`config.mk`:
```
export PLATFORM = sky130hd
export DESIGN_NAME = cms_pix28_cmd_ctrl
export DESIGN_NICKNAME = d
export VERILOG_FILES = /design/src/rtl/cms_pix28_cmd_ctrl.sv
export SDC_FILE = /design/constraint.sdc
export NUM_CORES = 1
export LEC_CHECK = 0
export BUFFER_PORTS_ARGS = -buffer_cell sky130_fd_sc_hd__buf_4
export CAP_MARGIN = 20
export CORE_MARGIN = 3
export CORE_UTILIZATION = 54
export CTS_CLUSTER_DIAMETER = 50
export DETAILED_ROUTE_END_ITERATION = 7
export MAX_ROUTING_LAYER = met4
export PLACE_DENSITY = 0.91
export SETUP_SLACK_MARGIN = 0.15
export SYNTH_ARGS = -nofsm -noshare
export SYNTH_HDL_FRONTEND = slang
export SYNTH_SLANG_ARGS = --single-unit
export TNS_END_PERCENT = 10
```
`constraint.sdc`:
```
create_clock -name fw_axi_clk -period 8 [get_ports fw_axi_clk]
set_input_delay 0.8 -clock fw_axi_clk [delete_from_list [all_inputs] [get_ports fw_axi_clk]]
set_output_delay 0.8 -clock fw_axi_clk [all_outputs]
set_load 0.01 [all_outputs]
```
`src/rtl/cms_pix28_cmd_ctrl.sv`:
```
// Command decoder and control/status register bank for the CMS pix28 test firmware.
// Decodes {device_id, op_code, body} words, holds config/status, and supervises test runs.
module cms_pix28_cmd_ctrl #(
  parameter logic [3:0] DEVICE_ID     = 4'h1,
  parameter int         N_TESTS       = 4,
  parameter int         TIMEOUT_W     = 20,
  parameter int         RST_PULSE_LEN = 4
) (
  input  logic                 fw_axi_clk,
  input  logic                 fw_rst,
  input  logic [31:0]          cmd_data,
  input  logic                 cmd_valid,
  output logic                 cmd_ready,
  output logic [31:0]          rd_data,
  output logic                 rd_valid,
  output logic [23:0]          cfg_static_0,
  output logic [23:0]          cfg_static_1,
  output logic [23:0]          execute_cfg,
  output logic                 execute_pulse,
  input  logic [N_TESTS-1:0]   test_done,
  output logic                 fw_soft_rst,
  output logic                 fwd_valid,
  output logic [3:0]           fwd_op,
  output logic [23:0]          fwd_body,
  output logic [31:0]          status,
  output logic                 busy
);

  typedef enum logic [1:0] {IDLE, EXEC_WAIT, RST_PULSE} state_t;

  localparam logic [4:0]           TEST_SPAN = (5'd1 << N_TESTS) - 5'd1;
  localparam logic [3:0]           TEST_MASK = TEST_SPAN[3:0];
  localparam logic [TIMEOUT_W-1:0] WD_LAST   = {{(TIMEOUT_W-1){1'b1}}, 1'b0};
  localparam logic [3:0]           PULSE_INIT = 4'(RST_PULSE_LEN - 1);

  state_t               state;
  logic [TIMEOUT_W-1:0] wd;
  logic [3:0]           pulse_cnt;
  logic [1:0]           test_idx;

  logic [3:0]  dev;
  logic [3:0]  op;
  logic [23:0] body;
  logic [3:0]  tn;
  logic        accept;
  logic        rst_cmd;
  logic        tn_ok;
  logic [1:0]  tn_idx;
  logic [3:0]  done_ext;
  logic        done_hit;

  assign dev  = cmd_data[31:28];
  assign op   = cmd_data[27:24];
  assign body = cmd_data[23:0];
  assign tn   = body[15:12];

  // Commands for another device are consumed but never reach the decoder.
  assign accept  = cmd_valid && cmd_ready && (dev == DEVICE_ID);
  assign rst_cmd = accept && (op == 4'h1);
  assign tn_ok   = $onehot(tn) && ((tn & ~TEST_MASK) == 4'h0);

  assign cmd_ready   = (state != RST_PULSE);
  assign busy        = (state != IDLE);
  assign fw_soft_rst = (state == RST_PULSE);

  always_comb begin
    case (tn)
      4'b0010: tn_idx = 2'd1;
      4'b0100: tn_idx = 2'd2;
      4'b1000: tn_idx = 2'd3;
      default: tn_idx = 2'd0;
    endcase
  end

  always_comb begin
    done_ext = '0;
    done_ext[N_TESTS-1:0] = test_done;
  end

  assign done_hit = done_ext[test_idx];

  always_ff @(posedge fw_axi_clk or posedge fw_rst) begin
    if (fw_rst) begin
      state         <= IDLE;
      wd            <= '0;
      pulse_cnt     <= '0;
      test_idx      <= '0;
      rd_data       <= '0;
      rd_valid      <= 1'b0;
      cfg_static_0  <= '0;
      cfg_static_1  <= '0;
      execute_cfg   <= '0;
      execute_pulse <= 1'b0;
      fwd_valid     <= 1'b0;
      fwd_op        <= '0;
      fwd_body      <= '0;
      status        <= '0;
    end else begin
      rd_valid      <= 1'b0;
      execute_pulse <= 1'b0;
      fwd_valid     <= 1'b0;
      if (rst_cmd) begin
        // Soft reset behaves identically from IDLE and as a test abort.
        cfg_static_0 <= '0;
        cfg_static_1 <= '0;
        execute_cfg  <= '0;
        status       <= 32'h0000_0001;
        pulse_cnt    <= PULSE_INIT;
        state        <= RST_PULSE;
      end else begin
        case (state)
          IDLE: begin
            if (accept) begin
              case (op)
                4'h2: begin
                  cfg_static_0 <= body;
                  status[1]    <= 1'b1;
                end
                4'h3: begin
                  rd_data   <= {DEVICE_ID, op, cfg_static_0};
                  rd_valid  <= 1'b1;
                  status[2] <= 1'b1;
                end
                4'h4: begin
                  cfg_static_1 <= body;
                  status[3]    <= 1'b1;
                end
                4'h5: begin
                  rd_data   <= {DEVICE_ID, op, cfg_static_1};
                  rd_valid  <= 1'b1;
                  status[4] <= 1'b1;
                end
                4'h6, 4'h7, 4'h8, 4'h9, 4'hA, 4'hB, 4'hC, 4'hD: begin
                  fwd_valid <= 1'b1;
                  fwd_op    <= op;
                  fwd_body  <= body;
                  status[{1'b0, op} - 5'd1] <= 1'b1;
                end
                4'hE: status <= '0;
                4'hF: begin
                  if (tn_ok) begin
                    execute_cfg   <= body;
                    execute_pulse <= 1'b1;
                    status[13]    <= 1'b1;
                    test_idx      <= tn_idx;
                    wd            <= '0;
                    state         <= EXEC_WAIT;
                  end else begin
                    status[31] <= 1'b1;
                  end
                end
                default: ;
              endcase
            end
          end
          EXEC_WAIT: begin
            wd <= wd + 1'b1;
            if (accept) begin
              case (op)
                4'h0:    ;
                4'hE:    status <= '0;
                default: status[29] <= 1'b1;
              endcase
            end
            // Done is applied after any clear and takes priority over the watchdog.
            if (done_hit) begin
              status[5'd14 + {3'b000, test_idx}] <= 1'b1;
              state <= IDLE;
            end else if (wd == WD_LAST) begin
              status[30] <= 1'b1;
              state      <= IDLE;
            end
          end
          RST_PULSE: begin
            if (pulse_cnt == 4'd0) state <= IDLE;
            else                   pulse_cnt <= pulse_cnt - 1'b1;
          end
          default: state <= IDLE;
        endcase
      end
    end
  end

endmodule
```
==> out/metrics.yaml <==
synthesis:
  yosys.area_share.xor_xnor: 0.0196
  syn_area_per_cell_sq_um: 11.8
  muxShareOfSynthArea: 0.0689
  synthAdderAreaFrac: 0.0142
  ys_seq_area_frac: 0.567
  synth_commonest_cells: "dfrtp_1, a22o_1, nand2_1"
  synth_compound_area_frac: 0.159
  synth.largest_area_cell: "dfrtp_1"
  synthCells: 720
  synth_edf_count: 0
  yosys_register_bits: 192
  synth_ff_type: "dfrtp_1"
  synth_cell_types: 70
  synth.area.top_cells: "dfrtp_1, a22o_1, mux2_2, mux2i_1, nand2_1"
  synthSimpleGateAreaFrac: 0.128
  ys.warnings.count: 0
  synth_top_area_frac: 0.567
  netlist_area_sq_mm: 0.00848
  synth_top_family_by_area: "compound AO/OA/AOI/OAI gates"
  synth_async_sr_flop_share: 1.00
  yosysMostFrequentCell: "dfrtp_1"
critical_path:
  cp.buffers_inverters: 3
  worstPathCellList: "buf_4 > inv_1 > fa_1 > inv_1 > ha_1 > ha_1 > nor3b_1 > a41o_1 > nand2_4 > or4_1 > a21oi_1"
  critPathMaxFanout: 17
  worst_setup_path_start_kind: "primary input"
  critPathKind: "primary input to register"
  crit_path_top_delay_cell: "a41o_1"
  critPathRequiredTime_ns: 8.34
  end_kind: "register"
  crit_family: "simple AND/OR/NAND/NOR gates"
  worstPathArrival_ns: 4.05
  cp_slowest_stage_delay_ns: 0.67
cts:
  cts_tree: "built"
  cts_resized: 0
  post-cts-setup-buffers: 0
  clkSlewWorstSetupHoldPaths_ns: 0.06
  clk_latency_ns: 0.43
  root_buffer: "clkbuf_16"
  h-tree-depth: 4
  cts_buffers: 17
  cts_num_sinks: 192
  postCtsHoldBufs: 0
  clockBufferDepth: 2
final_layout:
  nets: 952
  final_area_sq_mm: 0.0107
  area_delta_synth_final_pct: 26.1
  final_cells: 1127
  n_fill_cell: 1105
  drive_gt1_frac: 0.338
  n_antenna_cell: 0
placement:
  dpl_cell_area_sq_mm: 0.0101
  placedCellCount: 1096
  io_buffers: 205
  dp_hpwl_mm: 14.7
  pre_cts_ws_ns: 3.92
  globalplace.congestion: 0.873
grt:
  track_usage: 0.264
  grt_max_degree: 113
  grt_pass1_vias: 6569
  grt_overflow_total: 0
  grt_pass1_wl_mm: 35.7
  antenna_found_initial: 0
detailed_routing:
  vias: 6649
  route.met3.wl_mm: 1.30
  drt-total-wl_mm: 22.3
  wl_met2_mm: 11.2
  via_per_inst: 5.90
  ant_nets: 0
  highest_layer: "met4"
  drc_errors: 0
  initialDrtViolationCount: 591
  drt-pass1-iter-count: 7
  wl_met1_mm: 9.30
  wl_per_cell_microns: 19.8
floorplanning:
  die_w_microns: 131
  rows: 45
  initial_utilization: 0.556
  fp.dieH_microns: 131
  core_sq_mm: 0.0153
  die-area_sq_mm: 0.0172
  pin_count: 209
sta:
  fmax_mhz: 270
  tns_ns: 0
  fin_crit_sh: 0.463
  period_minus_slack_ns: 3.71
  slew_headroom: 0.259
  drv_slew: 0
  setup_violations: 0
  rsz0062_at_grt: "no"
  hold_viol: 0
  fin_worst_skew_ns: 0.00812
  tightest_slew_ns: 1.11
  fin_ws_ns: 4.29
min_path:
  min_path_type: "register to register"
power:
  p_per_area_mw_per_mm2: 209
  ir_drop_uv: 151
  leakagePower_uw: 0.00533
  power.total_uw: 2240
run:
  drv_cap: 0
status:
  outcome: "finished, final reports clean"
## cells by family after synthesis
| group | Yosys count |
|---|---|
| compound gates | 176 |
| xor+xnor | 19 |
| fa+ha+maj | 9 |
| buf+inv | 70 |
| flops | 192 |
| mux | 53 |
| other cells | 1 |
| simple gates | 200 |
## cells in the final DEF, fill, tap and decap left out, types with 4 or more instances in the layout
| master | Yosys | routed |
|---|---|---|
| xor2_1 | 16 | 16 |
| a21o_1 | 4 | 4 |
| mux2i_1 | 25 | 25 |
| a21oi_1 | 23 | 23 |
| dfrtp_1 | 192 | 192 |
| o21ai_1 | 4 | 5 |
| o21ai_0 | 17 | 16 |
| o211ai_1 | 5 | 5 |
| a22o_1 | 73 | 73 |
| nor2_1 | 38 | 37 |
| nand4_1 | 8 | 8 |
| o21ai_2 | 20 | 20 |
| clkbuf_16 | 0 | 17 |
| and2_1 | 14 | 14 |
| ha_1 | 8 | 8 |
| nand2b_1 | 7 | 7 |
| nand2_1 | 58 | 58 |
| nand3_1 | 22 | 22 |
| nor3_1 | 10 | 10 |
| o31ai_1 | 4 | 4 |
| a31oi_1 | 5 | 5 |
| nor4_1 | 5 | 5 |
| buf_4 | 4 | 214 |
| o21a_1 | 7 | 7 |
| mux2_2 | 25 | 25 |
| inv_1 | 18 | 17 |
## final timing paths
check / from / to / slack (ns) / cells past startpoint
hold / removal: rd_data[28] / rd_data[28] / 0.48 / 1
max in group asynchronous: fw_rst / fwd_body[6] / 6.03 / 3
hold reg to reg: rd_data[28] / rd_data[28] / 0.48 / 1
setup / recovery: cmd_data[12] / wd[19] / 4.29 / 11
min in group asynchronous: fw_rst / rd_data[25] / 0.49 / 2
setup reg to reg: state[1] / rd_data[25] / 5.31 / 4
## final cells by class
type	instances	area, sq um	share of cell area
sequential	192	4800	0.449
timing repair buffer	214	1610	0.150
multi-input combinational	460	3330	0.311
clock buffer	20	457	0.0427
tap	211	264	0.0247
clock inverter	11	153	0.0143
inverter	19	78.8	0.00737
## state kept, by name, summed over array words and instances (netlist names)
signal,count
rd_data,29
fwd_body,24
test_idx,2
status,32
wd,20
cfg_static_1,24
execute_cfg,24
fwd_op,4
rd_valid,1
state,2
cfg_static_0,24
pulse_cnt,4
fwd_valid,1
execute_pulse,1
## layer usage
layer  GRT usage  up-vias
li1            -     2952
met1       0.348     3350
met2       0.430      302
met3      0.0379       45
met4      0.0846        0
met5           -        -
## stage by stage
step           utilization  hold WS (ns)
3_3_place_gp         0.661         0.449
2_1_floorplan            -         0.457
4_1_cts              0.701         0.481
6_report             0.701         0.475
3_5_place_dp         0.661         0.467
5_1_grt              0.701         0.502
## worst register-to-register path, stage by stage, from the launching register on
cell and delay (ns):
dfrtp_1 0.59, nor2_1 0.52, nand3_4 0.19, or4_4 0.86, mux2_4 0.42
## power breakdown
part	total [uW]	switching, uW	internal (uW)
sequential	1080	46.0	1030
combinational	284	145	139
clock	872	362	511
total	2240	553	1680
(Power assumes the default switching activity.)
